--- config.mk ---
export PLATFORM = sky130hd
export DESIGN_NAME = chip8_program_loader
export DESIGN_NICKNAME = d
export VERILOG_FILES = /design/src/rtl/chip8_program_loader.sv
export SDC_FILE = /design/constraint.sdc
export NUM_CORES = 1
export LEC_CHECK = 0
export ABC_AREA = 1
export BUFFER_PORTS_ARGS = -buffer_cell sky130_fd_sc_hd__clkbuf_2
export CAP_MARGIN = 20
export CORE_MARGIN = 1
export CORE_UTILIZATION = 60
export DETAILED_ROUTE_END_ITERATION = 10
export PLACE_DENSITY = 0.93
export RECOVER_POWER = 100
export SYNTH_ARGS = -nofsm -noshare
export SYNTH_HDL_FRONTEND = slang
export SYNTH_SLANG_ARGS = --single-unit
--- constraint.sdc ---
create_clock -name clk -period 3.9 [get_ports clk]
set_input_delay 0.195 -clock clk [delete_from_list [all_inputs] [get_ports clk]]
set_output_delay 0.195 -clock clk [all_outputs]
set_load 0.02 [all_outputs]
--- src/rtl/chip8_program_loader.sv ---
// chip8_program_loader: zero-fills the program area, streams a length-prefixed payload into CPU memory port A, verifies an 8-bit sum
// Ports: clk, reset (sync, active-high); start pulse; in_valid/in_data/in_ready byte stream;
// mem_en/mem_write/mem_addr/mem_in drive CPU memory port A; cpu_halt, busy, done, error status.
module chip8_program_loader #(
  parameter logic [11:0] LOAD_BASE = 12'h200,
  parameter int MAX_LEN = 3584
) (
  input  logic        clk,
  input  logic        reset,
  input  logic        start,
  input  logic        in_valid,
  input  logic [7:0]  in_data,
  output logic        in_ready,
  output logic        mem_en,
  output logic        mem_write,
  output logic [11:0] mem_addr,
  output logic [7:0]  mem_in,
  output logic        cpu_halt,
  output logic        busy,
  output logic        done,
  output logic        error
);
  typedef enum logic [2:0] {IDLE, LEN_HI, LEN_LO, CLEAR, DATA, CHECK, DONE, ERROR} state_t;
  state_t state, state_n;
  logic [11:0] len, ptr, n;
  logic [7:0] sum;
  logic fmt_err, acc, wr;
  always_comb begin
    acc = in_valid && in_ready;
    n = {len[11:8], in_data};
    wr = (state == CLEAR) || (state == DATA && acc);
    state_n = state;
    case (state)
      IDLE, DONE, ERROR: state_n = start ? LEN_HI : state;
      LEN_HI: state_n = acc ? LEN_LO : state;
      LEN_LO: state_n = !acc ? state : (n == 12'd0 || 32'(n) > MAX_LEN || fmt_err) ? ERROR : CLEAR;
      CLEAR: state_n = ptr == 12'hFFF ? DATA : CLEAR;
      DATA: state_n = (acc && ptr == LOAD_BASE + len - 12'd1) ? CHECK : DATA;
      CHECK: state_n = !acc ? state : in_data == sum ? DONE : ERROR;
      default: state_n = IDLE;
    endcase
  end
  // Outputs are registered from the next state so they line up with the state register.
  always_ff @(posedge clk) begin
    if (reset) begin
      state <= IDLE;
      in_ready <= 1'b0;
      busy <= 1'b0;
      cpu_halt <= 1'b0;
      done <= 1'b0;
      error <= 1'b0;
      mem_en <= 1'b0;
      mem_write <= 1'b0;
      mem_addr <= 12'd0;
      mem_in <= 8'd0;
      len <= 12'd0;
      ptr <= 12'd0;
      sum <= 8'd0;
      fmt_err <= 1'b0;
    end else begin
      state <= state_n;
      in_ready <= state_n inside {LEN_HI, LEN_LO, DATA, CHECK};
      busy <= state_n inside {LEN_HI, LEN_LO, CLEAR, DATA, CHECK};
      cpu_halt <= !(state_n inside {IDLE, DONE});
      done <= state_n == DONE;
      error <= state_n == ERROR;
      mem_en <= wr;
      mem_write <= wr;
      if (wr) begin
        mem_addr <= ptr;
        mem_in <= state == CLEAR ? 8'h00 : in_data;
      end
      if (state_n == LEN_HI && state != LEN_HI) begin
        len <= 12'd0;
        sum <= 8'd0;
        fmt_err <= 1'b0;
      end
      if (state == LEN_HI && acc) begin
        fmt_err <= |in_data[7:4];
        len[11:8] <= in_data[3:0];
      end
      if (state == LEN_LO && acc) begin
        len[7:0] <= in_data;
        ptr <= LOAD_BASE;
      end
      // ptr walks the clear range, then rewinds to LOAD_BASE for the payload.
      if (state == CLEAR) ptr <= ptr == 12'hFFF ? LOAD_BASE : ptr + 12'd1;
      if (state == DATA && acc) begin
        ptr <= ptr + 12'd1;
        sum <= sum + in_data;
      end
    end
  end
endmodule

==> impl_metrics.py, run 1 <==
metrics = {
    "placed_design": {
        "dpl_cell_area_um2": 3630,
        "dp_slack_ns": 1.442,
        "dp_hpwl_um": 5894,
        "io_buffers": 38,
        "gp_congestion": 0.8748,
    },
    "synthesis": {
        "synth_edf_count": 0,
        "syn_inst": 488,
        "synth.avg_cell_area_um2": 7.041,
        "synth_warnings": 0,
        "synth.yosys.seq_area_share_pct": 36.13,
        "syn-num-nets": 511,
        "synth_seq_cells": 62,
        "synth_area_um2": 3436,
        "async_flop_share_pct": 0,
        "synthFlopType": "dfxtp_1",
        "synth_cell_types": 42,
    },
    "timing": {
        "worst_pin_slew_ns": 0.8767,
        "relSlewSlack_pct": 41.39,
        "setup_slack_ns": 0.9777,
        "final-setup-viol-count": 0,
        "final_hold_viol_count": 0,
        "finalCritPeriodShare_pct": 74.93,
        "final_max_slew_viol_count": 0,
        "period_needed_ns": 2.922,
        "fin_skew_ns": 0.01044,
        "fmax_mhz": 342.2,
        "setup_tns_ns": 0,
        "grt_setup_unrepaired": "no",
    },
    "floorplanning": {
        "die_x_um": 77.67,
        "dieArea_um2": 6033,
        "dieHeight_um": 77.67,
        "coreArea_um2": 5507,
        "row_count": 27,
        "start_util_pct": 62.39,
        "ioPinCount": 39,
    },
    "setup_path": {
        "critPathBufInv": 3,
        "crit_path_frequent_cell": "inv_1",
        "critPathMaxStageDelay_ns": 0.45,
        "worstPathMaxFanout": 24,
        "critPathArrivalTime_ns": 3.13,
        "path_delay_family": "simple AND/OR/NAND/NOR gates",
        "worstSetupPathType": "flop to flop",
        "crit_chain": "inv_1 > nand3_1 > nor2_4 > nor2_1 > inv_1 > nor2_1 > inv_1 > nand2_1 > nor4_1 > a211oi_1",
        "crit_required_ns": 4.10,
        "crit_path_end_kind": "flop",
        "cp_slowest_cell": "inv_1",
        "crit_path_start_kind": "flop",
    },
    "power": {
        "power.internal_uw": 919.7,
        "p_seq_share_pct": 51.1,
        "p_leak_nw": 1.548,
        "p_per_area_nw_per_um2": 342.5,
        "p_sw_share_pct": 27.55,
        "power.switching_uw": 349.7,
        "p_comb_share_pct": 9.7,
        "clkPwrFrac_pct": 39.2,
        "irDropWorstVdd_mv": 0.3119,
    },
    "clocking": {
        "cts_resized": 0,
        "htreeDepth": 3,
        "insertion_delay_ns": 0.34,
        "cts_sinks": 62,
        "cts_buffers": 9,
        "cts_buffer_depth": 2,
        "clkTransAtPathRegs_ns": 0.07,
        "cts_tree": "done",
        "cts_root_buf": "clkbuf_8",
        "cts_hold_buf": 0,
        "post_cts_buffers": 0,
    },
    "global_route": {
        "grt_use_total_pct": 29.46,
        "grt_pass1_vias": 3197,
        "grt_antenna_before_repair": 0,
        "grt_pass1_wl_um": 14100,
        "overflow": 0,
        "grt_start_max_net_pins": 31,
    },
    "run": {
        "drv_cap": 0,
    },
    "route": {
        "antenna_left": 0,
        "viasPerCell": 5.693,
        "topRoutingLayerUsed": "met4",
        "dr_wl_met2_um": 3959,
        "vias": 3416,
        "drt_first_pass_iters": 5,
        "wire_per_inst_um": 13.81,
        "drc": 0,
        "dr_wl_met3_um": 477,
        "routed_wl_um": 8288,
        "drt_iter0_drc": 321,
        "drt-met1-wl_um": 3562,
    },
    "finish": {
        "fillers": 458,
        "antenna_cells": 0,
        "stdcell_area_um2": 3706,
        "seq_area_um2": 1241,
        "multiInputGateArea_um2": 1836,
        "layout_common_cells": "98 x nand2_1, 67 x nor2_1, 62 x dfxtp_1, 50 x inv_1, 42 x nand3_1",
        "nets": 546,
        "drive_gt1_share_pct": 10.61,
        "layout_commonest_cell": "nand2_1",
        "area_growth_pct": 7.866,
    },
    "worst_hold_path": {
        "hp-class": "primary input to flop",
    },
    "status": {
        "run_status": "finished clean",
    },
}
[final timing paths]
| path | depth (start not counted) | to | from | slack, ns |
|---|---|---|---|---|
| worst max-delay path | 10 | ptr[11] | state[1] | 0.98 |
| worst min-delay path | 3 | len[5] | in_data[5] | 0.14 |
| worst max register to register | 10 | ptr[11] | state[1] | 0.98 |
| worst min register to register | 2 | sum[4] | sum[4] | 0.48 |
[cells by family after synthesis]
group                    count (synthesis)  synth area share, %
AO/OA/AOI/OAI                           85                12.93
flip-flops                              62                36.13
adder cells (fa/ha/maj)                 11                4.224
buffers and inverters                   70                8.777
AND/OR/NAND/NOR                        249                35.14
XOR/XNOR                                11                2.804
[sequential cells by signal (all words and copies together) (netlist names)]
signal     cells
fmt_err        1
in_ready       1
mem_in         8
error          1
sum            8
busy           1
ptr           12
cpu_halt       1
len           12
mem_addr      12
mem_write      1
state          3
done           1
[worst min-delay path, delay by kind of cell]
kind / cells / cell delay, ns
simple gates: 1 / 0.07
buf+inv: 1 / 0.11
compound gates: 1 / 0.06
[layer usage]
layer	global-route usage (%)	up-vias
met3	5.529	38
met2	48.41	138
met5	0	-
met1	36.11	1572
met4	16.42	0
li1	-	1668
[synthesized netlist by cell type (3+ instances only)]
cell	instances	share of area, %
a21oi_1	41	6.0
buf_6	4	1.3
clkbuf_1	7	0.76
dfxtp_1	62	36
ha_1	10	3.6
inv_1	47	5.1
inv_2	8	0.87
nand2_1	93	10
nand2_2	9	1.6
nand3_1	40	5.8
nand3_2	10	2.9
nor2_1	65	7.1
nor2_2	3	0.55
nor2_4	4	1.3
nor3_1	5	0.73
nor4_1	4	0.73
o21ai_0	32	4.7
o21ai_1	3	0.44
xnor2_1	6	1.5
xor2_1	5	1.3
[power by group through the flow]
stage	clock [mW]	combinational, mW	sequential [mW]
after floorplan	0	0.0933	0.671
after global placement	0	0.126	0.663
after detailed placement	0	0.128	0.664
after CTS	0.496	0.128	0.649
after global routing	0.533	0.137	0.650
final	0.497	0.123	0.649
[per-stage QoR]
step / hold slack (ns) / std cells / utilization [%] / total power [mW]
final: 0.1440 / 600 / 67.30 / 1.269
after global placement: 0.4619 / 584 / 65.92 / 0.7885
after detailed placement: 0.4723 / 584 / 65.92 / 0.7913
after global routing: 0.1469 / 600 / 67.30 / 1.320
after CTS: 0.1375 / 600 / 68.96 / 1.274
after floorplan: 0.3422 / 488 / - / 0.7641
[cell type report]
cell class	count	area share, %
Multi-Input combinational cell	356	49.53
Sequential cell	62	33.49
Inverter	56	5.807
Timing Repair Buffer	38	4.220
Clock buffer	12	3.916
Tap cell	72	2.431
Clock inverter	4	0.6077
(Power assumes the default switching activity.)
==> run 2, diff against run 1 <==
--- a/config.mk
+++ b/config.mk
@@ -9,9 +9,9 @@
 export BUFFER_PORTS_ARGS = -buffer_cell sky130_fd_sc_hd__clkbuf_2
 export CAP_MARGIN = 20
 export CORE_MARGIN = 1
-export CORE_UTILIZATION = 60
+export CORE_UTILIZATION = 53
 export DETAILED_ROUTE_END_ITERATION = 10
-export PLACE_DENSITY = 0.93
+export PLACE_DENSITY = 0.87
 export RECOVER_POWER = 100
 export SYNTH_ARGS = -nofsm -noshare
 export SYNTH_HDL_FRONTEND = slang
==> constraint.sdc (replaced) <==
create_clock -name clk -period 2.5 [get_ports clk]
set_input_delay 0.125 -clock clk [delete_from_list [all_inputs] [get_ports clk]]
set_output_delay 0.125 -clock clk [all_outputs]
set_load 0.02 [all_outputs]
==> run 2 against run 1 <==
  * Die area rose by 13%
  * Setup slack got worse by 0.80 ns
  * First-iteration DRC count shrank 18%
  * Flip-flop and latch count stayed put
  * Clock skew is 0.0023 ns lower
  * Cell area increased by 2.7%
  * Combinational power up 61%
  * Non-clock buffer count increased by 5
  * Critical path type unchanged
==> impl_metrics.py, run 2 (synthesis results as in run 1) <==
metrics = {
    "setup_path": {
        "crit_path_start_kind": "flop",
        "worstSetupPathType": "flop to flop",
        "worstPathMaxFanout": 6,
        "crit_required_ns": 2.71,
        "critPathArrivalTime_ns": 2.54,
        "crit_path_end_kind": "flop",
    },
    "floorplanning": {
        "start_util_pct": 56.36,
        "ioPinCount": 39,
        "coreArea_um2": 6096,
        "die_x_um": 82.52,
        "row_count": 28,
        "dieHeight_um": 82.52,
        "dieArea_um2": 6809,
    },
    "route": {
        "wire_per_inst_um": 13.59,
        "vias": 3333,
        "drt_iter0_drc": 263,
        "antenna_left": 0,
        "drt_first_pass_iters": 5,
        "drc": 0,
        "routed_wl_um": 8261,
        "viasPerCell": 5.482,
    },
    "timing": {
        "fin_skew_ns": 0.008108,
        "final_max_slew_viol_count": 0,
        "finalCritPeriodShare_pct": 92.99,
        "setup_slack_ns": 0.1753,
        "worst_pin_slew_ns": 0.8114,
        "setup_tns_ns": 0,
        "fmax_mhz": 430.2,
        "grt_setup_unrepaired": "no",
        "final-setup-viol-count": 0,
        "period_needed_ns": 2.325,
        "holdWs_ns": 0.07013,
        "final_hold_viol_count": 0,
        "relSlewSlack_pct": 45.91,
    },
    "power": {
        "irDropWorstVdd_mv": 0.4998,
        "p_per_area_nw_per_um2": 596.6,
        "power.switching_uw": 552.7,
        "p_comb_share_pct": 8.7,
        "power.internal_mw": 1.719,
        "p_leak_nw": 1.603,
        "clkPwrFrac_pct": 46.7,
        "p_sw_share_pct": 24.33,
        "p_seq_share_pct": 44.6,
    },
    "finish": {
        "reg.largest.list": "len x12, mem_addr x12, ptr x12",
        "layout_commonest_cell": "nand2_1",
        "stdcell_area_um2": 3807,
        "antenna_cells": 0,
        "nets": 551,
        "drive_gt1_share_pct": 10.69,
        "layout_common_cells": "98 x nand2_1, 66 x nor2_1, 61 x dfxtp_1, 51 x inv_1, 46 x nand3_1",
        "area_growth_pct": 10.82,
        "fillers": 556,
    },
    "clocking": {
        "cts_tree": "done",
        "clkTransAtPathRegs_ns": 0.07,
        "cts_buffers": 9,
        "cts_buffer_depth": 2,
        "insertion_delay_ns": 0.34,
        "htreeDepth": 3,
        "cts_root_buf": "clkbuf_8",
        "cts_sinks": 62,
    },
    "status": {
        "run_status": "finished clean",
    },
    "placed_design": {
        "gp_congestion": 0.8925,
        "io_buffers": 38,
        "dpl_cell_area_um2": 3671,
        "dp_hpwl_um": 5864,
        "dp_slack_ns": 0.2836,
    },
    "worst_hold_path": {
        "hp-class": "primary input to flop",
    },
    "run": {
        "drv_cap": 0,
    },
    "global_route": {
        "grt_use_total_pct": 26.76,
        "grt_pass1_wl_um": 13790,
        "grt_start_max_net_pins": 30,
        "overflow": 0,
        "grt_antenna_before_repair": 0,
        "grt_pass1_vias": 3156,
    },
}
==> run 2: cell types whose count changed in the layout (fill, tap and decap cells not counted), moves of 2 or more <==
cell,previous run,this run
clkinv_2,3,1
bufinv_16,0,3
buf_4,0,3
nand3_2,8,4
nand3_1,42,46
==> run 2: area by class of cell <==
| type | instances | area, um^2 | area share (%) |
|---|---|---|---|
| Clock buffer | 10 | 127.6 | 3.352 |
| Clock inverter | 6 | 110.1 | 2.892 |
| Inverter | 56 | 215.2 | 5.652 |
| Multi-Input combinational cell | 356 | 1832 | 48.11 |
| Sequential cell | 62 | 1242 | 32.63 |
| Tap cell | 75 | 93.84 | 2.465 |
| Timing Repair Buffer | 43 | 186.4 | 4.896 |
==> run 2: final timing paths <==
path | start | cells after the start | end | slack (ns)
setup / recovery | len[0] | 15 | cpu_halt | 0.18
hold / removal | in_data[4] | 3 | len[4] | 0.07
setup reg to reg | len[0] | 15 | cpu_halt | 0.18
hold reg to reg | mem_in[0] | 2 | mem_in[0] | 0.48
==> run 2: metrics by stage <==
| stage | power, mW | instances | utilization (%) |
|---|---|---|---|
| floorplan | 1.192 | 488 | - |
| global placement | 1.234 | 592 | 60.22 |
| detailed placement | 1.241 | 592 | 60.22 |
| CTS | 2.290 | 608 | 64.12 |
| global route | 2.340 | 608 | 62.46 |
| finish | 2.272 | 608 | 62.46 |
==> run 2: critical path: stages (launching register included) <==
cell,delay [ns]
dfxtp_2,0.35
inv_1,0.11
ha_1,0.25
nand2_1,0.12
inv_1,0.09
nand4_1,0.18
nand3b_1,0.14
nand2_1,0.06
nand2_1,0.05
inv_1,0.04
nand3_1,0.13
nand2_1,0.09
nand2_1,0.16
nand2_1,0.08
o21ai_1,0.23
o21ai_0,0.12
==> run 2: metal layers <==
| metal | share of wire [%] | global-route usage [%] | up-vias |
|---|---|---|---|
| li1 | - | - | 1667 |
| met1 | 43 | 31.28 | 1527 |
| met2 | 50 | 47.27 | 118 |
| met3 | 5.3 | 5.934 | 21 |
| met4 | 2.1 | 10.69 | 0 |
| met5 | 0 | 0 | - |
==> run 2: power groups by stage <==
| stage | Combinational (mW) | Sequential (mW) | Clock, mW |
|---|---|---|---|
| floorplan | 0.146 | 1.05 | 0 |
| CTS | 0.210 | 1.01 | 1.07 |
| global placement | 0.200 | 1.03 | 0 |
| finish | 0.198 | 1.01 | 1.06 |
| global route | 0.220 | 1.01 | 1.11 |
| detailed placement | 0.207 | 1.03 | 0 |
==> run 2: what timing repair did <==
item,in CTS,in global routing
setup buffers,0,0
hold buffers,0,0
gates resized for setup,0,1
endpoints found under the setup margin,0,20
==> run 3, diff against run 2 <==
--- a/config.mk
+++ b/config.mk
@@ -8,11 +8,12 @@
 export ABC_AREA = 1
 export BUFFER_PORTS_ARGS = -buffer_cell sky130_fd_sc_hd__clkbuf_2
 export CAP_MARGIN = 20
-export CORE_MARGIN = 1
+export CORE_MARGIN = 8
 export CORE_UTILIZATION = 53
 export DETAILED_ROUTE_END_ITERATION = 10
+export HOLD_SLACK_MARGIN = 0.06
 export PLACE_DENSITY = 0.87
-export RECOVER_POWER = 100
+export RECOVER_POWER = 25
 export SYNTH_ARGS = -nofsm -noshare
 export SYNTH_HDL_FRONTEND = slang
 export SYNTH_SLANG_ARGS = --single-unit
==> run 3 against run 2 <==
  * Clock-buffer cell count decreased by 1
  * Sequential power about the same
  * Critical path depth unchanged
  * Via count decreased by 2.3%
  * Register-to-register slack improved by 0.07 ns
  * Non-clock buffer count increased by 1
  * Global-route usage decreased by 7.8 points
  * Flip-flop and latch count unchanged
  * Combinational power increased by 5%
  * Worst hold slack improved by 0.017 ns
  * Clock skew increased by 0.0025 ns
  * Critical endpoint is now len[9]
  * Largest power group is now registers
==> impl_metrics.py, run 3 (synthesis results as in run 1) <==
metrics = {
    "status": {
        "run_status": "finished clean",
    },
    "timing": {
        "period_needed_ns": 2.263,
        "grt_setup_unrepaired": "no",
        "finalCritPeriodShare_pct": 90.52,
        "final_hold_viol_count": 0,
        "fmax_mhz": 441.9,
        "fin_skew_ns": 0.01061,
        "worst_pin_slew_ns": 0.6954,
        "setup_tns_ns": 0,
        "relSlewSlack_pct": 53.59,
        "final_max_slew_viol_count": 0,
        "final-setup-viol-count": 0,
    },
    "floorplanning": {
        "ioPinCount": 39,
        "start_util_pct": 54.42,
        "dieHeight_um": 96.52,
        "dieArea_um2": 9315,
        "coreArea_um2": 6314,
        "row_count": 29,
        "die_x_um": 96.52,
    },
    "finish": {
        "area_growth_pct": 12.24,
        "antenna_cells": 0,
        "layout_common_cells": "93 x nand2_1, 65 x nor2_1, 62 x dfxtp_1, 47 x inv_1, 41 x a21oi_1",
        "reg.largest.list": "len x12, mem_addr x12, ptr x12",
        "layout_commonest_cell": "nand2_1",
        "nets": 552,
        "drive_gt1_share_pct": 14.98,
        "fin_util_pct": 61.08,
        "stdcell_count": 611,
    },
    "global_route": {
        "overflow": 0,
        "grt_pass1_vias": 3161,
        "gr-usage-met3_pct": 4.173,
        "grt_use_total_pct": 18.96,
        "grt_start_max_net_pins": 25,
        "met2_usage_pct": 33.03,
        "met1_usage_pct": 21.60,
        "grt_antenna_before_repair": 0,
        "grt_pass1_wl_um": 14010,
        "top_usage_layer": "met2",
    },
    "setup_path": {
        "critPathMaxStageDelay_ns": 0.53,
        "reg2reg_depth": 16,
        "r2r_setup_slack_ns": 0.25,
        "crit_path_start_kind": "primary input",
        "r2r-start": "len[0]",
        "crit_path_frequent_cell": "nand3_1",
        "critPathArrivalTime_ns": 2.54,
        "worstSetupPathType": "primary input to flop",
        "startpoint": "in_data[5]",
        "crit_chain": "dlygate4sd3_1 > clkbuf_2 > ha_1 > inv_1 > nand3_1 > nor2_1 > nand3_1 > nand3_1 > nand2_1 > nor2_1 > nand2_1 > nand3_2 > buf_4 > nand3_1 > a21oi_1",
        "crit_required_ns": 2.78,
        "worstPathMaxFanout": 21,
        "reg2reg_to": "sum[7]",
        "cp-endpoint": "len[9]",
        "cp_slowest_cell": "dlygate4sd3_1",
        "crit_path_end_kind": "flop",
    },
    "worst_hold_path": {
        "hp-class": "primary input to flop",
    },
    "clocking": {
        "cts_root_buf": "clkbuf_8",
        "cts_sinks": 62,
        "cts_buffer_depth": 2,
        "post_cts_buffers": 0,
        "cts_buffers": 9,
        "cts_hold_buf": 2,
        "clkTransAtPathRegs_ns": 0.07,
        "cts_tree": "done",
        "insertion_delay_ns": 0.35,
        "cts_resized": 0,
        "htreeDepth": 3,
    },
    "route": {
        "wire_per_inst_um": 13.34,
        "viasPerCell": 5.331,
        "drc": 0,
        "routed_wl_um": 8149,
        "vias": 3257,
        "antenna_left": 0,
        "drt_iter0_drc": 198,
        "drt_first_pass_iters": 7,
    },
    "run": {
        "drv_cap": 0,
    },
    "power": {
        "p_leak_nw": 1.620,
        "irDropWorstVdd_mv": 0.4623,
        "p_per_area_nw_per_um2": 546.0,
        "power_mw": 2.106,
    },
    "placed_design": {
        "dp_hpwl_um": 6024,
        "placedCellCount": 593,
        "gp_congestion": 0.8986,
        "io_buffers": 38,
    },
}
-- run 3: cell count changes in the layout (fill, tap and decap cells not counted), sizes merged --
cell	before	now
bufinv	3	1
inv	55	56
buf	3	4
clkinvlp	2	1
clkbuf	50	47
clkinv	2	5
dlygate4sd3	0	2
-- run 3: how the worst min path moves through the flow --
stage / start / endpoint / slack (ns) / cells past startpoint
global placement: reset / state[2] / 0.40 / 2
CTS: in_data[6] / len[6] / 0.07 / 3
floorplan: in_data[0] / len[0] / 0.27 / 2
finish: in_data[6] / len[6] / 0.09 / 3
global route: in_data[6] / len[6] / 0.08 / 3
detailed placement: reset / state[2] / 0.40 / 2
-- run 3: where the power goes --
part           leakage (nW)  switching [mW]  internal (mW)
registers             0.501         0.00897           1.00
logic                  1.02           0.147         0.0606
clock network        0.0996           0.423          0.463
-- run 3: worst max-delay path: cells and delay by family --
kind | cells | cell delay, ns
buf+inv | 4 | 1.01
simple gates | 9 | 0.86
fa+ha+maj | 1 | 0.38
compound gates | 1 | 0.15
-- run 3: metrics by stage --
| step | area, um^2 | hold WS [ns] | setup slack, ns |
|---|---|---|---|
| finish | 3856 | 0.08683 | 0.2370 |
| global route | 3856 | 0.07995 | 0.08744 |
| CTS | 3884 | 0.07207 | 0.2585 |
| detailed placement | 3666 | 0.4030 | 0.3112 |
| global placement | 3666 | 0.4044 | 0.3692 |
| floorplan | 3436 | 0.2722 | 0.6503 |
-- run 3: final cells by class --
cell class / count / area (um^2)
Clock buffer: 9 / 123.9
Clock inverter: 7 / 73.82
Fill cell: 566 / 2457
Inverter: 56 / 215.2
Multi-Input combinational cell: 356 / 1893
Sequential cell: 62 / 1241
Tap cell: 77 / 96.34
Timing Repair Buffer: 44 / 212.7
-- run 3: layer usage --
metal  vias up  part of all wire, %  wire length [um]
met4         0                  1.7               142
met1      1491                   44              3559
met2        80                   50              4069
met3        14                  4.6               378
met5         -                    0                 0
li1       1672                    -                 -
